### src/rtl/text_buf_pkg.sv
// Shared constants and FSM encoding for the text character buffer.
package text_buf_pkg;

    localparam int unsigned DEF_COLS  = 20;
    localparam int unsigned DEF_ROWS  = 8;
    localparam int unsigned DEF_COL_W = 7;
    localparam int unsigned DEF_ROW_W = 5;
    localparam int unsigned CHAR_W    = 7;

    localparam logic [CHAR_W-1:0] CR        = 7'h0D;
    localparam logic [CHAR_W-1:0] LF        = 7'h0A;
    localparam logic [CHAR_W-1:0] BS        = 7'h08;
    localparam logic [CHAR_W-1:0] FF        = 7'h0C;
    localparam logic [CHAR_W-1:0] BLANK     = 7'h20;
    localparam logic [CHAR_W-1:0] PRINT_MIN = 7'h20;
    localparam logic [CHAR_W-1:0] PRINT_MAX = 7'h7E;

    typedef enum logic [1:0] {
        IDLE     = 2'd0,
        CLR_ALL  = 2'd1,
        CLR_LINE = 2'd2
    } state_e;

    function automatic logic is_print(input logic [CHAR_W-1:0] c);
        return (c >= PRINT_MIN) && (c <= PRINT_MAX);
    endfunction

endpackage

### src/rtl/text_char_buffer_char_ram.sv
// Simple dual-port RAM: one synchronous write port, one registered read port.
// A same-address read and write in one cycle returns the old contents.
module char_ram #(
    parameter int unsigned DEPTH  = 160,
    parameter int unsigned WIDTH  = 7,
    parameter int unsigned ADDR_W = $clog2(DEPTH)
) (
    input  logic              clk,
    input  logic              we_i,
    input  logic [ADDR_W-1:0] waddr_i,
    input  logic [WIDTH-1:0]  wdata_i,
    input  logic              rd_clr_i,
    input  logic [ADDR_W-1:0] raddr_i,
    output logic [WIDTH-1:0]  rdata_o
);

    logic [WIDTH-1:0] mem_q [DEPTH];
    logic [WIDTH-1:0] rdata_q;

    always_ff @(posedge clk) begin
        if (we_i) begin
            mem_q[waddr_i] <= wdata_i;
        end
    end

    // Output register forced to zero for reset and out-of-range reads.
    always_ff @(posedge clk) begin
        if (rd_clr_i) begin
            rdata_q <= '0;
        end else begin
            rdata_q <= mem_q[raddr_i];
        end
    end

    assign rdata_o = rdata_q;

endmodule

### src/rtl/text_char_buffer.sv
// Character-cell frame store: terminal-style write side driving a cursor,
// independent 1-cycle-latency read side feeding the font ROM.
module text_char_buffer
    import text_buf_pkg::*;
#(
    parameter int unsigned COLS  = DEF_COLS,
    parameter int unsigned ROWS  = DEF_ROWS,
    parameter int unsigned COL_W = DEF_COL_W,
    parameter int unsigned ROW_W = DEF_ROW_W
) (
    input  logic              clk,
    input  logic              reset,
    input  logic              wr_valid,
    output logic              wr_ready,
    input  logic [6:0]        wr_char,
    input  logic [ROW_W-1:0]  rd_row,
    input  logic [COL_W-1:0]  rd_col,
    output logic [6:0]        rd_char,
    output logic [ROW_W-1:0]  cursor_row,
    output logic [COL_W-1:0]  cursor_col,
    output logic              busy
);

    localparam int unsigned CELLS  = ROWS * COLS;
    localparam int unsigned ADDR_W = $clog2(CELLS);

    state_e             state_q, state_d;
    logic [ADDR_W-1:0]  cnt_q, cnt_d;
    logic [ROW_W-1:0]   row_q, row_d;
    logic [COL_W-1:0]   col_q, col_d;
    logic               ready_q, busy_q;

    logic               accept_c;
    logic [ROW_W-1:0]   row_inc_c;
    logic [ADDR_W-1:0]  row_base_c, cur_addr_c;
    logic               ram_we_c;
    logic [ADDR_W-1:0]  ram_waddr_c;
    logic [6:0]         ram_wdata_c;
    logic               rd_oob_c;
    logic [ADDR_W-1:0]  rd_addr_c;

    assign accept_c   = wr_valid & ready_q;
    assign row_inc_c  = (row_q == ROW_W'(ROWS - 1)) ? '0 : row_q + ROW_W'(1);
    assign row_base_c = ADDR_W'(row_q) * ADDR_W'(COLS);
    assign cur_addr_c = row_base_c + ADDR_W'(col_q);

    // Next-state, cursor and RAM write-port decode.
    always_comb begin
        state_d     = state_q;
        cnt_d       = cnt_q;
        row_d       = row_q;
        col_d       = col_q;
        ram_we_c    = 1'b0;
        ram_waddr_c = '0;
        ram_wdata_c = BLANK;

        case (state_q)
            CLR_ALL: begin
                ram_we_c    = 1'b1;
                ram_waddr_c = cnt_q;
                if (cnt_q == ADDR_W'(CELLS - 1)) begin
                    state_d = IDLE;
                    cnt_d   = '0;
                    row_d   = '0;
                    col_d   = '0;
                end else begin
                    cnt_d = cnt_q + ADDR_W'(1);
                end
            end

            // row_q already points at the row being cleared.
            CLR_LINE: begin
                ram_we_c    = 1'b1;
                ram_waddr_c = row_base_c + cnt_q;
                if (cnt_q == ADDR_W'(COLS - 1)) begin
                    state_d = IDLE;
                    cnt_d   = '0;
                end else begin
                    cnt_d = cnt_q + ADDR_W'(1);
                end
            end

            IDLE: begin
                if (accept_c) begin
                    if (is_print(wr_char)) begin
                        ram_we_c    = 1'b1;
                        ram_waddr_c = cur_addr_c;
                        ram_wdata_c = wr_char;
                        if (col_q == COL_W'(COLS - 1)) begin
                            col_d   = '0;
                            row_d   = row_inc_c;
                            state_d = CLR_LINE;
                        end else begin
                            col_d = col_q + COL_W'(1);
                        end
                    end else begin
                        case (wr_char)
                            CR: col_d = '0;
                            LF: begin
                                row_d   = row_inc_c;
                                state_d = CLR_LINE;
                            end
                            BS: begin
                                if (col_q != '0) begin
                                    col_d       = col_q - COL_W'(1);
                                    ram_we_c    = 1'b1;
                                    ram_waddr_c = cur_addr_c - ADDR_W'(1);
                                end
                            end
                            FF: begin
                                row_d   = '0;
                                col_d   = '0;
                                state_d = CLR_ALL;
                            end
                            default: ;
                        endcase
                    end
                end
            end

            default: state_d = CLR_ALL;
        endcase
    end

    always_ff @(posedge clk) begin
        if (reset) begin
            state_q <= CLR_ALL;
            cnt_q   <= '0;
            row_q   <= '0;
            col_q   <= '0;
            ready_q <= 1'b0;
            busy_q  <= 1'b1;
        end else begin
            state_q <= state_d;
            cnt_q   <= cnt_d;
            row_q   <= row_d;
            col_q   <= col_d;
            ready_q <= (state_d == IDLE);
            busy_q  <= (state_d != IDLE);
        end
    end

    // Read side runs every cycle regardless of the write FSM.
    assign rd_oob_c  = (rd_row >= ROW_W'(ROWS)) || (rd_col >= COL_W'(COLS));
    assign rd_addr_c = rd_oob_c ? '0 : (ADDR_W'(rd_row) * ADDR_W'(COLS) + ADDR_W'(rd_col));

    char_ram #(
        .DEPTH  (CELLS),
        .WIDTH  (7),
        .ADDR_W (ADDR_W)
    ) u_ram (
        .clk      (clk),
        .we_i     (ram_we_c & ~reset),
        .waddr_i  (ram_waddr_c),
        .wdata_i  (ram_wdata_c),
        .rd_clr_i (reset | rd_oob_c),
        .raddr_i  (rd_addr_c),
        .rdata_o  (rd_char)
    );

    assign wr_ready   = ready_q;
    assign busy       = busy_q;
    assign cursor_row = row_q;
    assign cursor_col = col_q;

endmodule

### config.mk
export PLATFORM = sky130hd
export DESIGN_NAME = text_char_buffer
export DESIGN_NICKNAME = d
export VERILOG_FILES = /design/src/rtl/text_buf_pkg.sv /design/src/rtl/text_char_buffer_char_ram.sv /design/src/rtl/text_char_buffer.sv
export SDC_FILE = /design/constraint.sdc
export NUM_CORES = 2
export LEC_CHECK = 0
export ABC_AREA = 1
export CORE_ASPECT_RATIO = 0.6
export CORE_MARGIN = 5
export CORE_UTILIZATION = 30
export DETAILED_ROUTE_END_ITERATION = 7
export GPL_TIMING_DRIVEN = 0
export SYNTH_ARGS = -nofsm -noshare
export SYNTH_HDL_FRONTEND = slang
export SYNTH_SLANG_ARGS = --single-unit
export TNS_END_PERCENT = 10
### constraint.sdc
create_clock -name clk -period 36.9 [get_ports clk]
set_input_delay 7.38 -clock clk [delete_from_list [all_inputs] [get_ports clk]]
set_output_delay 7.38 -clock clk [all_outputs]
set_load 0.02 [all_outputs]
==> metrics.txt <==
status finished with violations; Synthesis Warnings 0; Multi-input gate area between 10000 and 15000 µm²; r2r startpoint cursor_row[1]$_SDFFE_PP0P_; Synthesized Nets 4964; failing checks capacitance limit, slew limit; initial antenna violation count 16; CTS root buf clkbuf_16; vias in the first global route 37300; MaxCap Viol Count 4; # IOs 43; Final GP Congestion 1.00; main combinational cell family by area after synthesis simple AND/OR/NAND/NOR gates; share of cells above drive strength 1 9.49%; relative slew slack -10.2%; crit end category flip-flop; CTS buffer count 109; Async SR Flop Fraction 0%; CP arrival 12.70 ns; DRC errors left 0; DRT Pass-1 Iters 8; pin count of the biggest net entering global routing 81; Final Cycle Share between 30% and 40%; Overflow after GRT 0; Core Util, Final a little over a third; Worst setup SP type input pin; total power 0.00267 W; CTS Sinks about 1200; Net Sw Frac between 20% and 30%; min-delay worst type flip-flop to flip-flop; clock network fraction of total power 42.8%; mux contribution to synthesized area 0%; leak pwr 22.2 nW; Hold Buf Count CTS 0; flop and latch count out of synthesis 1151; worst-margin pin slew around 1.7 ns; H-tree Lvls 3; Core Region 173000 µm²; DRT Wirelength between 200000 and 250000 µm; Cell Area, Synth 52300 µm²; setup TNS 0 ns; Int Power 0.00205 W; top_reg_cell synth edfxtp_1; post-CTS sizing 0; Synth Area in Adders 1.01%; Nets 5203; DR vias/cell between 5 and 6; Post CTS Setup Buffer Count 0; WHS 0.541 ns; Post-synth EDFFs 1120; Worst-path clk slew 0.07 ns; synthesized instance count 4903; reg2reg setup slack 31.13 ns; simple-gate area share of the yosys netlist 22.1%; Via Count ~42000; final hold viol count 0; DP Wirelength 164000 µm; xor/xnor cell area share of the yosys netlist 0.335%; FILL cells 17200; Iteration-0 DRC Markers 7661; Compound-Gate Fraction of Synth Area 3.41%; number of port buffers a little over 40; site row count 118; required time worst endpoint approximately 38 ns; CP max FO 10; Layout area overhead 15.1%; Setup-failing EPs final 0; Mean Syn Cell Area 10.7 µm²; post-DR wirelength/cell between 20 and 30 µm; Critical path origin rd_col[3]; first-pass GRT wire length 298000 µm; Flop pwr share 53.0%; skew final 0.0698 ns; worst vdd ir 34.4 µV; power density over the cells around 44 nW/µm²; sequential share of the synthesized area between 60% and 70%; register area 34300 µm²; Max Freq just over 80 MHz; Routed Antenna Nets 0; Die Span Y 333 µm; most frequent cell after synthesis edfxtp_1; critical path type input pin to flip-flop; RSZ-0062 raised after global routing no; CTS tree built; min Tclk post-route roughly 12 ns; Comb pwr share 4.2%; top cells by area, synth edfxtp_1 (64%), nand3_1 (8.0%), inv_1 (4.9%); DIE AREA 183000 µm²; GR Util All Layers 23.1%; Slew Limit Fails 27; top cells by count, synth edfxtp_1 (1120), nand3_1 (838), inv_1 (687), nand2_1 (687), nand4_1 (397); top cell type's share of synthesized area 64.4%; die span in x 549 µm; worst min-delay path startpoint cnt_q[1]$_SDFFE_PP0N_; area leader, netlist edfxtp_1; Psw 0.000622 W; Clock Path Buffers 3; Initial Util 30.2%; synth unique cells 50; worst skew pair latency slightly below 0.8 ns
## power by group through the flow
| stage | Clock (W) | Combinational, W | Sequential (W) |
|---|---|---|---|
| 4_1_cts | 0.00114 | 0.000104 | 0.00141 |
| 3_5_place_dp | 0 | 0.000103 | 0.00144 |
| 6_report | 0.00114 | 0.000113 | 0.00141 |
| 2_1_floorplan | 0 | 0.0000518 | 0.00144 |
| 5_1_grt | 0.00119 | 0.000114 | 0.00141 |
| 3_3_place_gp | 0 | 0.000102 | 0.00144 |
## cells in the final DEF (no fill, tap or decap), types with 24 or more instances in the layout
master,count
dfxtp_1,31
nand2_1,686
clkdlybuf4s50_1,41
o221ai_1,24
buf_4,24
or2_2,113
o211ai_1,87
clkinv_1,26
ha_1,34
buf_1,44
o21bai_1,35
inv_1,687
o21ai_0,65
a21oi_1,35
buf_2,84
nand4_1,397
clkbuf_1,223
buf_6,52
clkbuf_16,112
nand3_1,838
edfxtp_1,1120
nor2_1,278
## kinds of logic (layout without fill, tap and decap cells)
group                    after synthesis  in the layout
XOR/XNOR                              20             20
buffers and inverters               1034           1357
flip-flops                          1151           1151
adder cells (fa/ha/maj)               39             39
AND/OR/NAND/NOR                     2392           2392
AO/OA/AOI/OAI                        267            267
other                                  0              7
## critical path: stages
cell	delay (ns)
clkdlybuf4s50_1	0.48
o21ai_2	0.98
nand2_1	0.41
nor2_2	0.70
clkinv_1	0.56
clkbuf_1	0.61
nand3_1	0.40
nand3_1	0.38
nand3_1	0.32
nand3_1	0.10
nand3_1	0.19
a21oi_1	0.14
## final cells by class
class,instances,share of cell area [%]
Sequential cell,1151,56.9
Multi-Input combinational cell,2718,23.4
Tap cell,2340,4.87
Clock buffer,129,4.77
Inverter,697,4.35
Timing Repair Buffer,128,2.35
Buffer,337,2.29
Clock inverter,66,1.01
Antenna cell,7,0.0291
## per-stage QoR
| step | setup slack [ns] | instances | cell area, µm² |
|---|---|---|---|
| finish | 24.81 | 7573 | 60100 |
| floorplan | 13.47 | 4903 | 52300 |
| CTS | 25.41 | 7564 | 60100 |
| detailed placement | 24.63 | 7369 | 56600 |
| global route | 25.10 | 7566 | 60100 |
| global placement | -20.55 | 7284 | 55600 |
## state kept, by name, summed over array words and instances (netlist names)
register,flops
cursor_col,7
cursor_row,5
busy,1
u_ram.rdata_o,7
state_q,2
u_ram.mem_q,1120
wr_ready,1
cnt_q,8
## path summary, 6_finish.rpt
path                                   to  cells after the start
max           u_ram.rdata_o[1]$_SDFF_PP0_                     12
min                 cnt_q[1]$_SDFFE_PP0N_                      2
max reg2reg  u_ram.mem_q[79][5]$_DFFE_PP_                     15
min reg2reg         cnt_q[1]$_SDFFE_PP0N_                      2
## layer usage
layer / GRT usage, % / wire (µm)
met1: 33.4 / 92200
met2: 27.0 / 76800
met5: 0.615 / 788
met4: 5.69 / 5910
met3: 15.9 / 44800
Power figures use the tool's default switching activity.
